==> src/rtl/moving_average_filter_param.sv <==
`default_nettype none
// ============================================================================
// moving_average_filter_param : multi-channel recursive moving average (2^LOG2_N window)
// Revision 1.0
// ============================================================================
module moving_average_filter_param #(
   parameter int DATA_W = 16,
   parameter int LOG2_N = 3,
   parameter int NUM_CH = 1,
   parameter int CH_W   = (NUM_CH > 1) ? $clog2(NUM_CH) : 1
) (
   input  logic                     clk,
   input  logic                     reset,
   input  logic                     clear,
   input  logic                     in_valid,
   input  logic [CH_W-1:0]          in_ch,
   input  logic signed [DATA_W-1:0] in_data,
   output logic                     out_valid,
   output logic [CH_W-1:0]          out_ch,
   output logic signed [DATA_W-1:0] out_data,
   output logic                     out_primed
);

   localparam int N      = 1 << LOG2_N;
   localparam int ACC_W  = DATA_W + LOG2_N;
   localparam int FILL_W = LOG2_N + 1;
   localparam logic [CH_W:0]     NUM_CH_L = (CH_W+1)'(NUM_CH);
   localparam logic [FILL_W-1:0] FILL_MAX = FILL_W'(N);

   logic signed [DATA_W-1:0] hist_q [NUM_CH][N];
   logic [LOG2_N-1:0]        ptr_q  [NUM_CH];
   logic signed [ACC_W-1:0]  acc_q  [NUM_CH];
   logic [FILL_W-1:0]        fill_q [NUM_CH];

   logic                     out_valid_q;
   logic [CH_W-1:0]          out_ch_q;
   logic signed [DATA_W-1:0] out_data_q;
   logic                     out_primed_q;

   logic                     ch_ok;
   logic                     accept;
   logic signed [DATA_W-1:0] old_sample;
   logic signed [ACC_W-1:0]  acc_cur;
   logic [FILL_W-1:0]        fill_cur;
   logic signed [ACC_W-1:0]  acc_d;
   logic [FILL_W-1:0]        fill_d;
   logic                     primed_d;

   assign ch_ok  = ({1'b0, in_ch} < NUM_CH_L);
   assign accept = in_valid && ch_ok && !clear && !reset;

   // Channel state is read straight from registers, so a back-to-back sample
   // on the same channel always sees the value written on the previous edge.
   always_comb begin
      old_sample = '0;
      acc_cur    = '0;
      fill_cur   = '0;
      for (int c = 0; c < NUM_CH; c++) begin
         if (in_ch == CH_W'(c)) begin
            old_sample = hist_q[c][ptr_q[c]];
            acc_cur    = acc_q[c];
            fill_cur   = fill_q[c];
         end
      end
   end

   always_comb begin
      acc_d    = acc_cur
               + {{LOG2_N{in_data[DATA_W-1]}}, in_data}
               - {{LOG2_N{old_sample[DATA_W-1]}}, old_sample};
      fill_d   = (fill_cur == FILL_MAX) ? fill_cur : fill_cur + 1'b1;
      primed_d = (fill_d == FILL_MAX);
   end

   always_ff @(posedge clk) begin
      if (reset || clear) begin
         for (int c = 0; c < NUM_CH; c++) begin
            ptr_q[c]  <= '0;
            acc_q[c]  <= '0;
            fill_q[c] <= '0;
            for (int e = 0; e < N; e++) begin
               hist_q[c][e] <= '0;
            end
         end
      end else if (accept) begin
         for (int c = 0; c < NUM_CH; c++) begin
            if (in_ch == CH_W'(c)) begin
               hist_q[c][ptr_q[c]] <= in_data;
               ptr_q[c]            <= ptr_q[c] + 1'b1;
               acc_q[c]            <= acc_d;
               fill_q[c]           <= fill_d;
            end
         end
      end
   end

   // Upper DATA_W bits of the accumulator are the floor-divided mean.
   always_ff @(posedge clk) begin
      if (reset) begin
         out_valid_q  <= 1'b0;
         out_ch_q     <= '0;
         out_data_q   <= '0;
         out_primed_q <= 1'b0;
      end else begin
         out_valid_q <= accept;
         if (accept) begin
            out_ch_q     <= in_ch;
            out_data_q   <= acc_d[ACC_W-1:LOG2_N];
            out_primed_q <= primed_d;
         end
      end
   end

   assign out_valid  = out_valid_q;
   assign out_ch     = out_ch_q;
   assign out_data   = out_data_q;
   assign out_primed = out_primed_q;

endmodule
`default_nettype wire

==> config.mk <==
export PLATFORM = sky130hd
export DESIGN_NAME = moving_average_filter_param
export DESIGN_NICKNAME = d
export VERILOG_FILES = /design/src/rtl/moving_average_filter_param.sv
export SDC_FILE = /design/constraint.sdc
export NUM_CORES = 1
export LEC_CHECK = 0
export CORE_UTILIZATION = 45
export DETAILED_ROUTE_END_ITERATION = 8
export GPL_ROUTABILITY_DRIVEN = 0
export PLACE_DENSITY = 0.73
export REMOVE_ABC_BUFFERS = 1
export SKIP_LAST_GASP = 1
export SLEW_MARGIN = 20
export SYNTH_ARGS = -nofsm -noshare
export SYNTH_HDL_FRONTEND = slang
export SYNTH_SLANG_ARGS = --single-unit
==> constraint.sdc <==
create_clock -name clk -period 4.42 [get_ports clk]
set_clock_uncertainty 0.05 [all_clocks]
set_input_delay 0.884 -clock clk [delete_from_list [all_inputs] [get_ports clk]]
set_output_delay 0.884 -clock clk [all_outputs]
set_load 0.01 [all_outputs]
==> results.cfg, run 1 <==
[clock_tree]
htree_levels = 4
numCtsBuffers = 17
numClockSinks = 173
clk_root_buffer_cell = clkbuf_16
path_clk_slew_ps = 70
clock_latency_ps = 440
clock_path_buffers = 2
cts_tree = built

[synthesis]
synth-seq-cells = 173
synth_cells = 940
synth_enable_flop_cells = 42
netlist-cell-type-count = 55
syn_area_per_cell_um2 = 9.505
synth.yosys.warnings = 0
sequential_cell_area_fraction_in_the_yosys_report_pct = 43.47
async_flop_share_pct = 0
post_synth_top_flop = dfxtp_1
synth.cell_area_mm2 = 0.008935

[route]
dr.pass1.iters = 5
detailroute.via_count = 6749
totalWireLength_um = 21500
dr.first_iter.drc_count = 348
vias_per_cell = 5.327
detail_route.drc_violations = 0
post_drt_wl_per_cell_um = 16.97
postRouteAntennaNets = 0

[worst_hold_path]
hp-class = reg -> reg

[layout]
finalCoreUtilization_pct = 53.78
final_net_count = 1051
share_of_cells_above_drive_strength_1_pct = 14.17
syn2layout_area_growth_pct = 17.15
insertedDiodeCount = 0
final-instance-count-excl-fill = 1267
design_area_mm2 = 0.01047

[place]
detailed_place.area_mm2 = 0.009818
dp.cells = 1232
io_buffers = 39
final_hpwl_from_detailed_placement_um = 14910
preCtsSetupSlack_ps = 169.2

[sta]
finalCritPeriodShare_pct = 90.81
final-max-slew-violation-count = 0
rsz0062_at_grt = false
setup_viol_count_final = 0
fin_worst_setup_slack_ps = 406.1
tightestPinTransition_ps = 888.5
tns_ps = 0
max_clock_freq_ghz = 0.2491
relSlewSlack_pct = 40.77
finalCriticalPeriod_ps = 4014
final-hold-violation-count = 0

[die]
floorplan.initialDensity_pct = 45.91
die_area_mm2 = 0.02042
floorplan.rows = 51
floorplan.io_pins = 40
fp.coreArea_mm2 = 0.01946
die_x_um = 142.9
fp.dieH_um = 142.9

[pwr]
ir_worst_vdd_uv = 261.9
power.static_leakage_nw = 3.863
pwr_dens_mw_per_mm2 = 366.9

[grt]
grt_use_total_pct = 22.59
grt_overflow = 0
antenna_found_initial = 0
global_route_wire_length_before_repair_um = 35020
grt_max_degree = 115
grt_pass1_vias = 6652

[worst_setup_path]
cpPeakStageDelay_ps = 520
crit_chain = buf_4 -> buf_4 -> mux4_2 -> mux2i_1 -> nor2_1 -> fa_1 -> inv_1 -> ha_1 -> nand3_1 -> nor2_1 -> a21boi_0 -> buf_4 -> o21ai_0 -> a211o_1 -> nand2_1
cp_common_cell = buf_4
crit_required_ps = 4670
timing.critical_path.from_type = register
critPathCaptureType = register
critical_path.max_fanout = 11
critPathSlowestCell = fa_1
worst_path_class_setup = reg -> reg
worst_ep_arrival_time_ps = 4270

[run]
drv.max_cap_violation_count = 0

[run_status]
run_status = completed
-- cells in the mapped netlist, types with 3 or more instances --
master | n | share of area (%)
or3_1 | 6 | 0.42
nand2_1 | 160 | 6.7
a211o_1 | 3 | 0.29
buf_6 | 5 | 0.63
a21o_1 | 7 | 0.59
or2_2 | 3 | 0.21
nand3_1 | 9 | 0.50
xnor2_1 | 7 | 0.69
fa_1 | 18 | 4.0
o21a_1 | 3 | 0.25
mux4_2 | 32 | 8.1
xor2_1 | 5 | 0.49
buf_1 | 5 | 0.21
o21ai_0 | 16 | 0.90
a211oi_1 | 3 | 0.25
nand4_1 | 6 | 0.42
ha_1 | 23 | 3.2
nor2_1 | 105 | 4.4
dfxtp_1 | 131 | 29
buf_2 | 12 | 0.67
inv_1 | 60 | 2.5
nor3_1 | 8 | 0.45
nor2b_1 | 5 | 0.35
edfxtp_1 | 42 | 14
buf_4 | 3 | 0.25
nand2b_1 | 21 | 1.5
a21oi_1 | 87 | 4.9
and2_1 | 9 | 0.63
mux2i_1 | 65 | 7.3
clkbuf_1 | 44 | 1.8
-- worst max-delay path, delay by kind of cell (launching register included) --
family / cells / cell delay, ps
AO/OA/AOI/OAI: 3 / 660
adder cells (fa/ha/maj): 2 / 920
AND/OR/NAND/NOR: 4 / 500
flip-flops: 1 / 450
multiplexers: 2 / 570
buffers and inverters: 4 / 730
-- worst paths after layout --
check | cells past startpoint | to | start | slack (ps)
min | 2 | hist_q[0][100] | hist_q[0][100] | 400
max | 15 | acc_q[0][17] | ptr_q[0][0] | 410
min reg2reg | 2 | hist_q[0][100] | hist_q[0][100] | 400
max reg2reg | 15 | acc_q[0][17] | ptr_q[0][0] | 410
-- power by group --
group          total [mW]  switching, mW  internal, mW
clock network        1.57          0.708         0.860
logic               0.597          0.340         0.257
registers            1.68         0.0203          1.66
total                3.84           1.07          2.77
-- registers in the layout, summed over array words and instances, names as in the netlist --
name and cells:
hist_q 128, fill_q 4, out_ch 1, out_valid 1
acc_q 19, out_data 16, ptr_q 3, out_primed 1
-- per-layer routing --
| layer | part of all wire, % | track usage, % | wire, um | up-vias |
|---|---|---|---|---|
| li1 | - | - | - | 3278 |
| met1 | 44 | 29.05 | 9373 | 3264 |
| met3 | 4.4 | 4.292 | 937 | 39 |
| met5 | 0 | 0 | 0 | - |
| met4 | 2.6 | 8.149 | 569 | 0 |
| met2 | 49 | 37.79 | 10620 | 168 |
-- placed cells by master (no fill, tap or decap), types with 3 or more instances in the layout --
| cell type | n |
|---|---|
| dfxtp_1 | 131 |
| nand2b_1 | 21 |
| edfxtp_1 | 42 |
| nand2_1 | 160 |
| a211o_1 | 3 |
| mux2i_1 | 65 |
| or2_2 | 4 |
| a211oi_1 | 3 |
| nand3_1 | 9 |
| and2_1 | 9 |
| nand4_1 | 6 |
| buf_4 | 57 |
| inv_8 | 5 |
| o21ai_0 | 16 |
| a21o_1 | 7 |
| o21a_1 | 3 |
| ha_1 | 23 |
| or3_1 | 6 |
| nor3_1 | 8 |
| xnor2_1 | 7 |
| mux4_2 | 32 |
| nor2_1 | 105 |
| nor2b_1 | 5 |
| inv_1 | 60 |
| clkdlybuf4s50_1 | 39 |
| clkinv_4 | 3 |
| fa_1 | 18 |
| a21oi_1 | 87 |
| xor2_1 | 5 |
| clkbuf_16 | 18 |
-- metrics by stage --
| step | hold slack (ps) | total power [mW] |
|---|---|---|
| final | 403.6 | 3.841 |
| after global routing | 419.5 | 3.995 |
| after CTS | 405.4 | 3.861 |
| after detailed placement | 395.1 | 2.298 |
| after global placement | 388.5 | 2.292 |
| after floorplan | 383.1 | 2.072 |
-- kinds of logic after synthesis --
kind of cell	after synthesis	share of synthesized area [%]
muxes	98	15.47
xor gates and xnor gates	12	1.176
and+or+nand+nor	349	17.62
buffers and inverters	130	6.190
adders and majority gates	41	7.254
DFF	173	43.47
AOI/OAI and AO/OA	137	8.822
-- final cells by class --
type                    count  area, um^2
flip-flops and latches    173        3884
fillers                  1738        8995
clock buffers              19       464.2
repair buffers             99       869.6
well taps                 265       331.6
inverters                  61       230.2
multi-input cells         637        4526
clock inverters            13       162.7
-- what timing repair did --
item                       4_1_cts  5_1_grt
hold buffers                     0        0
resized for setup                0        0
setup buffers                    0        3
setup endpoints to repair        0        3
(Power assumes the default switching activity.)
==> run 2, diff against run 1 <==
--- a/config.mk
+++ b/config.mk
@@ -5,6 +5,7 @@
 export SDC_FILE = /design/constraint.sdc
 export NUM_CORES = 1
 export LEC_CHECK = 0
+export ABC_AREA = 1
 export CORE_UTILIZATION = 45
 export DETAILED_ROUTE_END_ITERATION = 8
 export GPL_ROUTABILITY_DRIVEN = 0
==> run 2 against run 1 <==
Effect of this change:
- design area is 6.1% lower
- fmax is 0.43% higher
- clock-buffer cell count is 4 higher
- clock power is 9% lower
- worst setup slack better by 17 ps
- total power is 2.2% lower
- utilization is 1.6 points lower
- hold slack worse by 11 ps
- sequential cell count stayed put
- combinational power is 10% higher
==> results.cfg, run 2 <==
[run_status]
run_status = completed

[route]
totalWireLength_um = 22070
detail_route.drc_violations = 0
vias_per_cell = 5.345
dr.pass1.iters = 5
post_drt_wl_per_cell_um = 15.78
postRouteAntennaNets = 0
dr.first_iter.drc_count = 676
detailroute.via_count = 7478

[worst_setup_path]
crit_chain = inv_1 -> nand2_2 -> inv_1 -> o21ai_0 -> o22ai_1 -> o21ai_0 -> buf_4 -> fa_1 -> ha_1 -> a21oi_1 -> nand2_1 -> nand2_1 -> nand3_1 -> or2_2 -> nand3_1 -> inv_1
crit_required_ps = 4550
critPathCaptureType = register
cpLargestDelayFamily = simple AND/OR/NAND/NOR gates
reg2regPathDepth = 16
critPathSlowestCell = fa_1
worst_ep_arrival_time_ps = 4130
r2r-end = acc_q[0][9]
critical_path.max_fanout = 17
critical_path.reg2reg.startpoint = ptr_q[0][1]
setup.reg_to_reg.worst_slack_ps = 420
worst_path_class_setup = reg -> reg
cp.buffers_inverters = 4
cp_common_cell = inv_1
cpPeakStageDelay_ps = 460
timing.critical_path.from_type = register

[clock_tree]
numClockSinks = 173
path_clk_slew_ps = 60
htree_levels = 4
post_cts_resize_count = 0
clock_latency_ps = 430
cts_tree = built
clock_path_buffers = 2
numCtsBuffers = 17
cts_setup_buffers = 0
clk_root_buffer_cell = clkbuf_16
cts-hold-fix-buffers = 0

[worst_hold_path]
holdPathStages = 2
hp-class = reg -> reg
timing.hold.worst.start = out_ch
worst_hold_path.endpoint = out_ch

[die]
floorplan.io_pins = 40
fp.coreArea_mm2 = 0.01883
die_x_um = 140.9
die_area_mm2 = 0.01986
floorplan.rows = 50
fp.dieH_um = 140.9
floorplan.initialDensity_pct = 46.13

[grt]
grt_use_total_pct = 23.20
antenna_found_initial = 0
grt_max_degree = 114
global_route_wire_length_before_repair_um = 36010
grt_pass1_vias = 7056
grt_overflow = 0

[sta]
relSlewSlack_pct = 33.62
setup_viol_count_final = 0
tns_ps = 0
final-hold-violation-count = 0
rsz0062_at_grt = false
final-max-slew-violation-count = 0
holdWs_ps = 392.2
max_clock_freq_ghz = 0.2502
tightestPinTransition_ps = 995.7
finalCritPeriodShare_pct = 90.42
finalCriticalPeriod_ps = 3997

[synthesis]
yosys.area_share.simple_pct = 17.74
synth-seq-cells = 173
synth_compound_area_share_pct = 20.75
post-synth-top-area-cell = dfxtp_1
post_synth_xor_area_fraction_pct = 0.5041
synth_cells = 1104
combinational_family_with_the_most_area_after_synthesis = compound AO/OA/AOI/OAI gates
synth_common_cells = nor2_1, o21ai_0, a21oi_1, nand2_1, dfxtp_1
netlist-cell-type-count = 37
async_flop_share_pct = 0
syn_area_per_cell_um2 = 7.869
synthMostInstantiatedCell = nor2_1
synth.yosys.warnings = 0
synth-adder-area-share_pct = 7.461
sequential_cell_area_fraction_in_the_yosys_report_pct = 44.71
synth_mux_area_share_pct = 0
synthDominantCellAreaShare_pct = 30.19
synth.cell_area_mm2 = 0.008687
synth_area_leaders = dfxtp_1, edfxtp_1, o21ai_0
post_synth_top_flop = dfxtp_1
synth_enable_flop_cells = 42

[pwr]
power.static_leakage_nw = 4.130
pwr_dens_mw_per_mm2 = 382.2
ir_worst_vdd_uv = 265.7

[layout]
syn2layout_area_growth_pct = 13.14
seq_area_mm2 = 0.003884
filler_cell_count = 1763
multi_input_area_mm2 = 0.004036
final_cell_mix = nor2_1, o21ai_0, a21oi_1, nand2_1, dfxtp_1
largest_reg_flops = 128
registers.top_by_ff_count = hist_q
final_net_count = 1188
insertedDiodeCount = 0
share_of_cells_above_drive_strength_1_pct = 6.936
layout_commonest_cell = nor2_1

[place]
io_buffers = 39
final_hpwl_from_detailed_placement_um = 14540

[run]
drv.max_cap_violation_count = 0
-- run 2: cell types whose count changed after synthesis, moves of 19 or more --
| cell | previous run | this run |
|---|---|---|
| a21oi_1 | 87 | 144 |
| clkbuf_1 | 44 | 23 |
| inv_1 | 60 | 95 |
| mux2i_1 | 65 | 0 |
| mux4_2 | 32 | 0 |
| nand2_1 | 160 | 135 |
| nand2b_1 | 21 | 0 |
| nand3_1 | 9 | 28 |
| nor2_1 | 105 | 173 |
| o21ai_0 | 16 | 153 |
| o21ai_1 | 0 | 30 |
-- run 2: final cells by class --
cell class	count	share of cell area [%]
well taps	260	3.310
clock buffers	23	5.080
repair buffers	66	6.034
multi-input cells	753	41.07
clock inverters	9	0.5729
inverters	115	4.418
flip-flops and latches	173	39.52
-- run 2: how the worst max path moves through the flow --
stage                            from            to  slack, ps  depth (start not counted)
final                     ptr_q[0][1]   acc_q[0][9]        420                         16
after global routing      ptr_q[0][1]   acc_q[0][9]        220                         16
after CTS                 ptr_q[0][1]   acc_q[0][9]        460                         16
after detailed placement        in_ch  acc_q[0][16]        320                         14
after global placement          in_ch  acc_q[0][16]        330                         14
after floorplan           ptr_q[0][0]   acc_q[0][9]         50                         13
-- run 2: stage by stage --
stage          area [um^2]  power [mW]  worst slack [ps]  util (%)  cells
6_report              9828       3.756             423.4     52.19   1399
2_1_floorplan         8354       2.147             50.89         -   1041
4_1_cts               9828       3.760             460.0     52.19   1399
3_3_place_gp          9273       2.345             327.4     49.24   1367
3_5_place_dp          9273       2.352             320.0     49.24   1367
5_1_grt               9828       3.904             218.1     52.19   1399
-- run 2: routing by layer --
metal | vias to the layer above | share of wire, % | GRT usage (%)
li1 | 3699 | - | -
met1 | 3501 | 46 | 30.75
met2 | 242 | 46 | 37.44
met3 | 36 | 6.1 | 4.416
met4 | 0 | 2.1 | 9.039
met5 | - | 0 | 0
-- run 2: power by group --
group,switching [mW],leakage (nW),total [mW],internal (mW)
Combinational,0.432,2.32,0.659,0.227
Sequential,0.0151,1.52,1.67,1.65
Clock,0.630,0.283,1.43,0.797
Total,1.08,4.13,3.76,2.68
-- run 2: cells by family (layout without fill, tap and decap cells) --
group                      after synthesis  in the layout
xor gates and xnor gates                 5              5
AOI/OAI and AO/OA                      347            347
DFF                                    173            173
adders and majority gates               41             41
and+or+nand+nor                        360            360
buffers and inverters                  178            213
-- run 2: worst min-delay path, stage by stage (launching register included) --
cell     delay, ps
dfxtp_1        310
nand2_1         60
nor2_1          30
==> run 3, diff against run 2 <==
--- a/config.mk
+++ b/config.mk
@@ -6,10 +6,10 @@
 export NUM_CORES = 1
 export LEC_CHECK = 0
 export ABC_AREA = 1
-export CORE_UTILIZATION = 45
+export CORE_UTILIZATION = 40
 export DETAILED_ROUTE_END_ITERATION = 8
 export GPL_ROUTABILITY_DRIVEN = 0
-export PLACE_DENSITY = 0.73
+export PLACE_DENSITY = 0.67
 export REMOVE_ABC_BUFFERS = 1
 export SKIP_LAST_GASP = 1
 export SLEW_MARGIN = 20
==> run 3 against run 2 <==
Effect of this change:
- clock power grew 14%
- sequential power hardly changed
- combinational power about the same
- first-iteration DRC count up 22%
- clock-buffer cell count up 2
- critical path depth is 2 lower
- fmax grew 0.23%
- global-route usage shrank 1.6 points
- worst setup slack improved by 9.1 ps
- critical endpoint unchanged
- largest cell class unchanged
- largest power group unchanged
==> results.cfg, run 3 (synthesized netlist as in run 2, its figures left out) <==
[run_status]
run_status = completed

[layout]
final-instance-count-excl-fill = 1415
syn2layout_area_growth_pct = 14.68
registers.top_by_ff_count = hist_q
layout_commonest_cell = nor2_1
insertedDiodeCount = 0
largest_reg_flops = 128
filler_cell_count = 2014
final_cell_mix = nor2_1, o21ai_0, a21oi_1, nand2_1, dfxtp_1
seq_area_mm2 = 0.003884
share_of_cells_above_drive_strength_1_pct = 7.105
multi_input_area_mm2 = 0.004040
final_net_count = 1190

[sta]
holdWs_ps = 395.9
final-max-slew-violation-count = 0
tightestPinTransition_ps = 1082
final-hold-violation-count = 0
finalCritPeriodShare_pct = 90.21
rsz0062_at_grt = false
finalCriticalPeriod_ps = 3987
tns_ps = 0
setup_viol_count_final = 0
relSlewSlack_pct = 27.86
max_clock_freq_ghz = 0.2508

[worst_setup_path]
critPathCaptureType = register
crit_required_ps = 4550
timing.critical_path.from_type = register
worst_ep_arrival_time_ps = 4120
worst_path_class_setup = reg -> reg
reg2regPathDepth = 14
critical_path.max_fanout = 62

[pwr]
ir_worst_vdd_uv = 301.1
power.static_leakage_nw = 4.176
pwr_dens_mw_per_mm2 = 397.7

[grt]
antenna_found_initial = 0
grt_use_total_pct = 21.63
grtUsageMet1_pct = 30.64
grt_overflow = 0
grt_use_met2_pct = 33.36
grt_max_degree = 115
gr-max-usage-layer = met2
met3_usage_pct = 3.578
grt_pass1_vias = 7070
global_route_wire_length_before_repair_um = 37380

[worst_hold_path]
holdPathStages = 2
hp-class = reg -> reg

[die]
die_area_mm2 = 0.02231
floorplan.io_pins = 40
fp.coreArea_mm2 = 0.02115
floorplan.rows = 53
die_x_um = 149.4
fp.dieH_um = 149.4
floorplan.initialDensity_pct = 41.07

[clock_tree]
post_cts_resize_count = 0
cts-hold-fix-buffers = 0
numClockSinks = 173
path_clk_slew_ps = 70
numCtsBuffers = 17
cts_setup_buffers = 0
clock_path_buffers = 2
htree_levels = 4
clock_latency_ps = 440
cts_tree = built
clk_root_buffer_cell = clkbuf_16

[route]
dr.first_iter.drc_count = 824
dr.pass1.iters = 5
detailroute.via_count = 7571
postRouteAntennaNets = 0
totalWireLength_um = 22900
post_drt_wl_per_cell_um = 16.18
detail_route.drc_violations = 0
vias_per_cell = 5.351

[place]
dp.cells = 1384
final_hpwl_from_detailed_placement_um = 15040
io_buffers = 39

[run]
drv.max_cap_violation_count = 0
[run 3: cell type report]
cell class,instances,area share [%]
clock buffer,25,5.627
clock inverter,6,0.9169
inverter,115,4.358
multi-input combinational,753,40.56
sequential,173,38.99
timing repair buffer,68,6.104
tap,275,3.454
[run 3: worst max-delay path, cell delays in order, from the launching register on]
cell and delay [ps]:
edfxtp_1 360, buf_4 610, o21ai_0 210, o22ai_1 190
o21ai_0 180, buf_4 180, fa_1 480, ha_1 370
a21oi_1 280, nand2_1 110, nand2_1 70, nand3_1 150
or2_2 320, nand3_1 100, inv_1 50
[run 3: path summary, 6_finish.rpt]
kind | from | to | slack [ps]
max reg2reg | ptr_q[0][0] | acc_q[0][9] | 430
min reg2reg | out_ch | out_ch | 400
max | ptr_q[0][0] | acc_q[0][9] | 430
min | out_ch | out_ch | 400
[run 3: power by group]
part	internal, mW	switching (mW)	leakage (nW)
sequential	1.65	0.0148	1.52
clock	1.00	0.635	0.320
combinational	0.228	0.430	2.33
total	2.88	1.08	4.18
[run 3: layer usage]
metal	share of wire [%]	vias up
met4	1.6	0
met2	44	260
li1	-	3719
met5	0	-
met1	48	3559
met3	6.1	33
[run 3: through the flow]
step | area [um^2] | setup slack [ps] | power [mW] | util (%)
final | 9962 | 432.5 | 3.962 | 47.09
after global routing | 9962 | 207.5 | 4.128 | 47.09
after detailed placement | 9310 | 330.4 | 2.353 | 44.01
after global placement | 9310 | 357.9 | 2.346 | 44.01
after floorplan | 8354 | 50.89 | 2.147 | -
after CTS | 9962 | 489.7 | 3.968 | 47.09
